<file path="config.mk">
export PLATFORM = sky130hd
export DESIGN_NAME = atan_sched
export DESIGN_NICKNAME = d
export VERILOG_FILES = /design/src/rtl/atan_sched.sv
export SDC_FILE = /design/constraint.sdc
export NUM_CORES = 1
export LEC_CHECK = 0
export ABC_AREA = 1
export CELL_PAD_IN_SITES_DETAIL_PLACEMENT = 0
export CELL_PAD_IN_SITES_GLOBAL_PLACEMENT = 1
export CORE_MARGIN = 2
export CORE_UTILIZATION = 30
export CTS_BUF_LIST = sky130_fd_sc_hd__clkbuf_4 sky130_fd_sc_hd__clkbuf_8 sky130_fd_sc_hd__clkbuf_16
export DETAILED_ROUTE_END_ITERATION = 12
export PLACE_DENSITY = 0.91
export SKIP_LAST_GASP = 1
export SYNTH_ARGS = -nofsm -noshare
export SYNTH_HDL_FRONTEND = slang
export SYNTH_SLANG_ARGS = --single-unit
</file>
<file path="constraint.sdc">
create_clock -name clk_i -period 1.6 [get_ports clk_i]
set_clock_uncertainty 0.1 [all_clocks]
set_input_delay 0.4 -clock clk_i [delete_from_list [all_inputs] [get_ports clk_i]]
set_output_delay 0.4 -clock clk_i [all_outputs]
set_load 0.05 [all_outputs]
</file>
<file path="src/rtl/atan_sched.sv">
// rtl/atan_sched.sv - two-requester round-robin scheduler for a shared combinational atan LUT
// Optional ATAN_SCHED_STATS_EN adds saturating grant/conflict counters.
module atan_sched #(
    parameter int INPUT_WIDTH  = 16,
    parameter int OUTPUT_WIDTH = 16
) (
    input  logic                    clk_i,
    input  logic                    reset_ni,
    input  logic                    clear_i,
    input  logic [INPUT_WIDTH-1:0]  req0_arg_i,
    input  logic [INPUT_WIDTH-1:0]  req1_arg_i,
    input  logic                    req0_valid_i,
    input  logic                    req1_valid_i,
    output logic                    req0_ready_o,
    output logic                    req1_ready_o,
    output logic [OUTPUT_WIDTH-1:0] req0_angle_o,
    output logic [OUTPUT_WIDTH-1:0] req1_angle_o,
    output logic                    req0_valid_o,
    output logic                    req1_valid_o,
    output logic [INPUT_WIDTH-1:0]  lut_arg_o,
    input  logic [OUTPUT_WIDTH-1:0] lut_angle_i,
    output logic                    busy_o
`ifdef ATAN_SCHED_STATS_EN
    ,
    output logic [15:0]             grant0_cnt_o,
    output logic [15:0]             grant1_cnt_o,
    output logic [15:0]             conflict_cnt_o
`endif
);

    logic                    last_q, last_d;
    logic [INPUT_WIDTH-1:0]  lut_arg_q, lut_arg_d;
    logic                    s1_valid_q, s1_valid_d;
    logic                    s1_id_q, s1_id_d;
    logic [OUTPUT_WIDTH-1:0] angle0_q, angle0_d;
    logic [OUTPUT_WIDTH-1:0] angle1_q, angle1_d;
    logic                    valid0_q, valid0_d;
    logic                    valid1_q, valid1_d;
    logic                    gnt0, gnt1, xfer;

    // last_q = 1 means requester 1 was granted last, so requester 0 wins the next conflict
    always_comb begin
        gnt0 = 1'b0;
        gnt1 = 1'b0;
        if (reset_ni && !clear_i) begin
            if (req0_valid_i && req1_valid_i) begin
                gnt0 = last_q;
                gnt1 = !last_q;
            end else begin
                gnt0 = req0_valid_i;
                gnt1 = req1_valid_i;
            end
        end
        xfer = gnt0 | gnt1;
    end

    always_comb begin
        last_d     = xfer ? gnt1 : last_q;
        lut_arg_d  = lut_arg_q;
        if (xfer) begin
            lut_arg_d = gnt1 ? req1_arg_i : req0_arg_i;
        end
        s1_valid_d = xfer;
        s1_id_d    = xfer ? gnt1 : s1_id_q;
        valid0_d   = s1_valid_q && !clear_i && !s1_id_q;
        valid1_d   = s1_valid_q && !clear_i && s1_id_q;
        angle0_d   = valid0_d ? lut_angle_i : angle0_q;
        angle1_d   = valid1_d ? lut_angle_i : angle1_q;
    end

    always_ff @(posedge clk_i or negedge reset_ni) begin
        if (!reset_ni) begin
            last_q     <= 1'b1;
            lut_arg_q  <= '0;
            s1_valid_q <= 1'b0;
            s1_id_q    <= 1'b0;
            angle0_q   <= '0;
            angle1_q   <= '0;
            valid0_q   <= 1'b0;
            valid1_q   <= 1'b0;
        end else begin
            last_q     <= last_d;
            lut_arg_q  <= lut_arg_d;
            s1_valid_q <= s1_valid_d;
            s1_id_q    <= s1_id_d;
            angle0_q   <= angle0_d;
            angle1_q   <= angle1_d;
            valid0_q   <= valid0_d;
            valid1_q   <= valid1_d;
        end
    end

    assign req0_ready_o = gnt0;
    assign req1_ready_o = gnt1;
    assign req0_angle_o = angle0_q;
    assign req1_angle_o = angle1_q;
    assign req0_valid_o = valid0_q;
    assign req1_valid_o = valid1_q;
    assign lut_arg_o    = lut_arg_q;
    assign busy_o       = s1_valid_q | valid0_q | valid1_q;

`ifdef ATAN_SCHED_STATS_EN
    logic [15:0] g0_cnt_q, g0_cnt_d;
    logic [15:0] g1_cnt_q, g1_cnt_d;
    logic [15:0] cf_cnt_q, cf_cnt_d;
    logic        conflict;

    // Counters ignore clear_i; they saturate rather than wrap
    always_comb begin
        conflict = req0_valid_i && req1_valid_i;
        g0_cnt_d = (gnt0 && g0_cnt_q != 16'hFFFF) ? g0_cnt_q + 16'd1 : g0_cnt_q;
        g1_cnt_d = (gnt1 && g1_cnt_q != 16'hFFFF) ? g1_cnt_q + 16'd1 : g1_cnt_q;
        cf_cnt_d = (conflict && cf_cnt_q != 16'hFFFF) ? cf_cnt_q + 16'd1 : cf_cnt_q;
    end

    always_ff @(posedge clk_i or negedge reset_ni) begin
        if (!reset_ni) begin
            g0_cnt_q <= '0;
            g1_cnt_q <= '0;
            cf_cnt_q <= '0;
        end else begin
            g0_cnt_q <= g0_cnt_d;
            g1_cnt_q <= g1_cnt_d;
            cf_cnt_q <= cf_cnt_d;
        end
    end

    assign grant0_cnt_o   = g0_cnt_q;
    assign grant1_cnt_o   = g1_cnt_q;
    assign conflict_cnt_o = cf_cnt_q;
`endif

endmodule

</file>
==> results of run 1 <==
final timing paths:
path / start / endpoint / slack, ns / cells past startpoint
max: last_q / req1_ready_o / -0.18 / 4
min: reset_ni / lut_arg_o[6] / 0.14 / 2
max reg2reg: last_q / lut_arg_o[11] / 0.22 / 6
min reg2reg: lut_arg_o[2] / lut_arg_o[2] / 0.45 / 2
max in group asynchronous: reset_ni / req1_angle_o[15] / 0.78 / 2
min in group clk_i: lut_arg_o[2] / lut_arg_o[2] / 0.45 / 2
final cells by class:
class | count | area, sq um | share of cell area [%]
well taps | 102 | 128 | 2.96
repair buffers | 120 | 1720 | 39.8
inverters | 56 | 219 | 5.07
multi-input cells | 155 | 805 | 18.6
flip-flops and latches | 53 | 1330 | 30.8
clock buffers | 6 | 82.6 | 1.91
clock inverters | 2 | 37.5 | 0.870
power groups by stage:
stage / sequential, mW / combinational [mW] / clock (mW)
after detailed placement: 2.03 / 3.03 / 0
after global placement: 2.01 / 2.99 / 0
after floorplan: 2.92 / 0.380 / 0
final: 2.00 / 3.01 / 0.947
after global routing: 2.05 / 3.15 / 1.03
after CTS: 2.01 / 3.04 / 0.984
repair_timing:
action	4_1_cts	5_1_grt
hold buffers	0	0
endpoints found under the hold margin	0	0
endpoints found under the setup margin	3	3
pin swaps	2	1
buffers inserted	2	0
gates resized for setup	5	1
cell usage after synthesis:
| master | number | area (sq um) |
|---|---|---|
| sky130_fd_sc_hd__a21oi_1 | 1 | 5.00 |
| sky130_fd_sc_hd__buf_12 | 1 | 20.0 |
| sky130_fd_sc_hd__buf_2 | 6 | 30.0 |
| sky130_fd_sc_hd__buf_4 | 1 | 7.51 |
| sky130_fd_sc_hd__buf_6 | 2 | 22.5 |
| sky130_fd_sc_hd__clkbuf_1 | 1 | 3.75 |
| sky130_fd_sc_hd__clkbuf_2 | 2 | 10.0 |
| sky130_fd_sc_hd__dfrtp_1 | 52 | 1300 |
| sky130_fd_sc_hd__dfstp_2 | 1 | 26.3 |
| sky130_fd_sc_hd__inv_1 | 55 | 206 |
| sky130_fd_sc_hd__inv_6 | 1 | 8.76 |
| sky130_fd_sc_hd__nand2_1 | 81 | 304 |
| sky130_fd_sc_hd__nand2_2 | 1 | 6.26 |
| sky130_fd_sc_hd__nand3_1 | 9 | 45.0 |
| sky130_fd_sc_hd__nand3_2 | 9 | 90.1 |
| sky130_fd_sc_hd__nand3_4 | 1 | 17.5 |
| sky130_fd_sc_hd__nand4_1 | 16 | 100 |
| sky130_fd_sc_hd__nor2_8 | 1 | 20.0 |
| sky130_fd_sc_hd__o21ai_0 | 34 | 170 |
| sky130_fd_sc_hd__o21ai_4 | 1 | 16.3 |
| sky130_fd_sc_hd__or3_1 | 1 | 6.26 |
per-stage QoR:
| stage | instance area [sq um] | std cells | hold slack (ns) |
|---|---|---|---|
| 2_1_floorplan | 2450 | 277 | 0.00441 |
| 3_5_place_dp | 4170 | 484 | 0.428 |
| 5_1_grt | 4320 | 494 | 0.214 |
| 4_1_cts | 4310 | 494 | 0.167 |
| 3_3_place_gp | 4170 | 484 | 0.427 |
| 6_report | 4320 | 494 | 0.144 |
flip-flops by register name, summed over array words and instances (netlist names):
register / cells
req0_angle_o: 16
lut_arg_o: 16
req0_valid_o: 1
req1_angle_o: 16
req1_valid_o: 1
s1_id_q: 1
s1_valid_q: 1
last_q: 1
cells by family after synthesis:
kind of cell,after synthesis,share of synthesized area [%]
flops,53,54.9
compound gates,36,7.92
buf+inv,69,12.8
simple gates,119,24.4
routing by layer:
metal,wire length (um),global-route usage (%)
met5,0,0
met4,74,4.23
met3,339,3.61
met2,3380,26.7
met1,2730,20.2
==> reports/summary.txt, run 1 <==
outcome - complete, but fails checks
failing checks - setup timing
antenna violations before repair - 0
Sw Ratio - 39.3%
worst IR drop on VDD - 0.000805 V
Lkg Pwr - 2.16 nW
number of filler instances in the final layout - 691
Synth Area per Inst - 8.73 sq um
Worst Setup End Kind - output port
worst hold-check path type - in -> async
detailed-route wire length - 6.53 mm
synthesized netlist net count - 330
cells along the critical path - nand2_4 -> nand3_4 -> clkinvlp_4 -> buf_12
top-level I/O count - 106
area of the mapped netlist - 0.00242 sq mm
number of hold-slack violations in the final timing report - 0
antenna-violating nets left - 0
Max-slew headroom - 54.3%
first-pass GRT wire length - 11.0 mm
number of buffers on the longest clock path - 2
pin slew with the least headroom to its limit - 0.685 ns
CP Buf/Inv Count - 2
wire length per cell - 13.2 um
DR vias/cell - 4.40
commonest cells after routing, fill and taps aside - sky130_fd_sc_hd__nand2_1 (80), sky130_fd_sc_hd__buf_12 (55), sky130_fd_sc_hd__inv_1 (54)
final clock period utilization by the worst path - 111%
Syn. warnings - 0
total power density per cell area - 1380 mW/mm^2
sink count of the clock tree - 53
register area share after synthesis - 54.9%
synth-to-layout area growth - 78.6%
Worst path top cell family by delay - flip-flops
vias after detailed routing - 2,175
effective utilization at floorplan - 31.1%
layout cells sized above 1 - 24.5%
clock slew at the register clock pins of the worst setup and hold paths - 0.10 ns
width of the die - 93.8 um
worst setup path category - reg -> out
Util after Layout - 55.6%
Int Pwr - 3.62 mW
DRC violation count after routing - 0
pin count of the biggest net entering global routing - 54
most common cell after layout, fill and taps aside - sky130_fd_sc_hd__nand2_1
unrepaired setup endpoints after global routing - yes
maximum capacitance violations - 0
floorplan die height - 93.8 um
number of flip-flops and latches in the synthesized netlist - 53
HPWL after DPL - 4.88 mm
library cell used as clock root buffer - sky130_fd_sc_hd__clkbuf_8
IO buf count - 105
CTS buffer count - 5
Largest stage delay, worst path - 0.57 ns
synthesized instance count - 277
number of levels the H-tree was split into - 2
vias in the first global route - 2,167
relative contribution of sequential cells to total power - 33.6%
Core Area - 0.00777 sq mm
crit path time final - 1.78 ns
worst setup slack before clock tree synthesis - -0.365 ns
clock insertion delay at the later pin of the skew report - 0.30 ns
combinational power share - 50.5%
CTS tree - done
Overall Global Routing Usage - 15.7%
number of pins exceeding their max-slew limit in the final report - 0
Total Power Consumption - 5.96 mW
Distinct cells, synth - 21
Overflow after GRT - 0
net switching component of the power - 2.35 mW
drt initial violations - 93
highest-delay cell along the critical path - sky130_fd_sc_hd__dfstp_2
maximum fanout encountered on the critical timing path - 2
number of iterations in the first detailed-routing pass - 4
kind of start point of the critical path - flop
Clock power frac - 15.9%
die outline area - 0.00879 sq mm
total negative slack for setup checks - -0.531 ns
final critical-path setup slack - -0.184 ns
setup violation total in the final timing report - 3
RePlAce Congestion - 0.788
count of antenna diodes in the layout - 0
placement row count - 32
Arrival @ worst endpoint - 1.28 ns
fmax - 0.561 GHz
nets@finish - 444
data required time at the worst endpoint - 1.10 ns
(Power assumes the default switching activity.)
==> run 2, diff against run 1 <==
--- a/config.mk
+++ b/config.mk
@@ -10,7 +10,7 @@
 export CELL_PAD_IN_SITES_GLOBAL_PLACEMENT = 1
 export CORE_MARGIN = 2
 export CORE_UTILIZATION = 30
-export CTS_BUF_LIST = sky130_fd_sc_hd__clkbuf_4 sky130_fd_sc_hd__clkbuf_8 sky130_fd_sc_hd__clkbuf_16
+export CTS_BUF_LIST = sky130_fd_sc_hd__clkbuf_4 sky130_fd_sc_hd__clkbuf_8
 export DETAILED_ROUTE_END_ITERATION = 12
 export PLACE_DENSITY = 0.91
 export SKIP_LAST_GASP = 1
==> constraint.sdc (replaced) <==
create_clock -name clk_i -period 1.9 [get_ports clk_i]
set_clock_uncertainty 0.1 [all_clocks]
set_input_delay 0.475 -clock clk_i [delete_from_list [all_inputs] [get_ports clk_i]]
set_output_delay 0.475 -clock clk_i [all_outputs]
set_load 0.05 [all_outputs]
==> reports/summary.txt, run 2 (synthesis results as in run 1) <==
HPWL after DPL - 4.36 mm (was 4.88 mm)
clock insertion delay at the later pin of the skew report - 0.30 ns (about the same)
most common cell after layout, fill and taps aside - sky130_fd_sc_hd__nand2_1 (unchanged)
Worst path top cell family by delay - buffers and inverters (was flip-flops)
synth-to-layout area growth - 50.3% (was 78.6%)
vias after detailed routing - 2,152 (was 2,175)
worst hold-check path type - in -> async (unchanged)
Post-DP Area - 0.00351 sq mm (was 0.00417 sq mm)
number of hold-slack violations in the final timing report - 0 (unchanged)
Util after Layout - 46.8% (was 55.6%)
placed insts - 482 (was 484)
unrepaired setup endpoints after global routing - yes (unchanged)
maximum fanout encountered on the critical timing path - 3 (was 2)
pin count of the biggest net entering global routing - 54 (unchanged)
placement row count - 32 (unchanged)
Arrival @ worst endpoint - 1.28 ns (about the same)
CTS buffer count - 5 (unchanged)
worst setup path category - in -> out (was reg -> out)
wire length per cell - 12.6 um (was 13.2 um)
Overall Global Routing Usage - 14.1% (was 15.7%)
antenna-violating nets left - 0 (unchanged)
final clock period utilization by the worst path - 97.8%
width of the die - 93.8 um (unchanged)
CP Buf/Inv Count - 2 (unchanged)
die outline area - 0.00879 sq mm (unchanged)
count of antenna diodes in the layout - 0 (unchanged)
commonest cells after routing, fill and taps aside - sky130_fd_sc_hd__nand2_1 (81), sky130_fd_sc_hd__buf_4 (61), sky130_fd_sc_hd__inv_1 (55) (was sky130_fd_sc_hd__nand2_1 (80), sky130_fd_sc_hd__buf_12 (55), sky130_fd_sc_hd__inv_1 (54))
DRC violation count after routing - 0 (unchanged)
sink count of the clock tree - 53 (unchanged)
drt initial violations - 83 (was 93)
antenna violations before repair - 0 (unchanged)
data required time at the worst endpoint - 1.32 ns (was 1.10 ns)
first-pass GRT wire length - 9.80 mm (was 11.0 mm)
RePlAce Congestion - 0.801 (was 0.788)
library cell used as clock root buffer - sky130_fd_sc_hd__clkbuf_8 (unchanged)
layout cells sized above 1 - 23.1% (was 24.5%)
clock slew at the register clock pins of the worst setup and hold paths - 0.09 ns (was 0.10 ns)
pin slew with the least headroom to its limit - 0.678 ns (was 0.685 ns)
worst IR drop on VDD - 0.000518 V (was 0.000805 V)
Worst Setup End Kind - output port (unchanged)
nets@finish - 441 (was 444)
crit path time final - 1.86 ns
IO buf count - 105 (unchanged)
kind of start point of the critical path - input pin (was flop)
total non-filler cell area in the finished layout - 0.00363 sq mm (was 0.00432 sq mm)
fmax - 0.538 GHz
number of pins exceeding their max-slew limit in the final report - 0 (unchanged)
vias in the first global route - 2,068 (was 2,167)
highest-delay cell along the critical path - sky130_fd_sc_hd__clkdlybuf4s15_1 (was sky130_fd_sc_hd__dfstp_2)
top-level I/O count - 106 (unchanged)
number of iterations in the first detailed-routing pass - 5 (was 4)
outcome - complete, no violations (was complete, but fails checks)
CTS tree - done (unchanged)
cells along the critical path - clkdlybuf4s15_1 -> nor2_8 -> nand2_1 -> a21oi_4 -> buf_12 (was nand2_4 -> nand3_4 -> clkinvlp_4 -> buf_12)
number of levels the H-tree was split into - 2 (unchanged)
detailed-route wire length - 6.16 mm (was 6.53 mm)
CTS Hold Buffers Added - 0 (unchanged)
floorplan die height - 93.8 um (unchanged)
effective utilization at floorplan - 31.1% (unchanged)
maximum capacitance violations - 0 (unchanged)
Max-slew headroom - 54.8% (was 54.3%)
setup violation total in the final timing report - 0 (was 3)
Largest stage delay, worst path - 0.26 ns (was 0.57 ns)
WHS - 0.183 ns (was 0.144 ns)
total power density per cell area - 1160 mW/mm^2 (was 1380 mW/mm^2)
Lkg Pwr - 1.95 nW (was 2.16 nW)
post-route non-filler standard cell count - 491 (was 494)
number of buffers on the longest clock path - 2 (unchanged)
Core Area - 0.00777 sq mm (unchanged)
DR vias/cell - 4.38 (was 4.40)
Overflow after GRT - 0 (unchanged)
[run 2: path summary, 6_finish.rpt]
check,from,to,slack (ns),cells after the start
setup / recovery,clear_i,req0_ready_o,0.04,5
hold / removal,reset_ni,lut_arg_o[6],0.18,2
setup reg to reg,last_q,lut_arg_o[10],0.54,6
hold reg to reg,lut_arg_o[0],lut_arg_o[0],0.39,2
max in group asynchronous,reset_ni,lut_arg_o[7],1.04,2
min in group clk_i,lut_arg_o[0],lut_arg_o[0],0.39,2
[run 2: metal layers]
layer	part of all wire, %	track usage [%]
met2	50	23.9
met1	43	18.1
met3	5.3	2.89
met5	0	0
met4	1.2	4.35
[run 2: repair_timing]
action	CTS	global route
resized for setup	3	1
endpoints found under the hold margin	0	0
setup endpoints to repair	2	2
buffers inserted	0	1
[run 2: cell type report]
| class | instances | area (sq um) |
|---|---|---|
| inverters | 56 | 215 |
| multi-input cells | 155 | 792 |
| well taps | 102 | 128 |
| repair buffers | 117 | 1050 |
| clock inverters | 2 | 37.5 |
| fillers | 777 | 4130 |
| flip-flops and latches | 53 | 1330 |
| clock buffers | 6 | 82.6 |
[run 2: through the flow]
step	TNS [ns]	setup slack (ns)	total power [mW]
finish	0	0.0414	4.22
detailed placement	-2.92	-0.213	3.46
global route	-0.00888	-0.00888	4.45
floorplan	0	0.00396	2.77
CTS	0	0.0151	4.27
global placement	-2.17	-0.198	3.43
[run 2: where the power goes]
part | switching [mW] | internal [mW] | total (mW) | leakage [nW]
Sequential | 0.149 | 1.39 | 1.54 | 0.665
Clock | 0.372 | 0.429 | 0.801 | 0.0574
Combinational | 1.30 | 0.577 | 1.88 | 1.23
==> run 3, diff against run 2 <==
--- a/config.mk
+++ b/config.mk
@@ -11,6 +11,7 @@
 export CORE_MARGIN = 2
 export CORE_UTILIZATION = 30
 export CTS_BUF_LIST = sky130_fd_sc_hd__clkbuf_4 sky130_fd_sc_hd__clkbuf_8
+export CTS_CLUSTER_DIAMETER = 200
 export DETAILED_ROUTE_END_ITERATION = 12
 export PLACE_DENSITY = 0.91
 export SKIP_LAST_GASP = 1
==> results of run 3 <==
No change in the layout: final DEF, timing and power equal those of run 2.
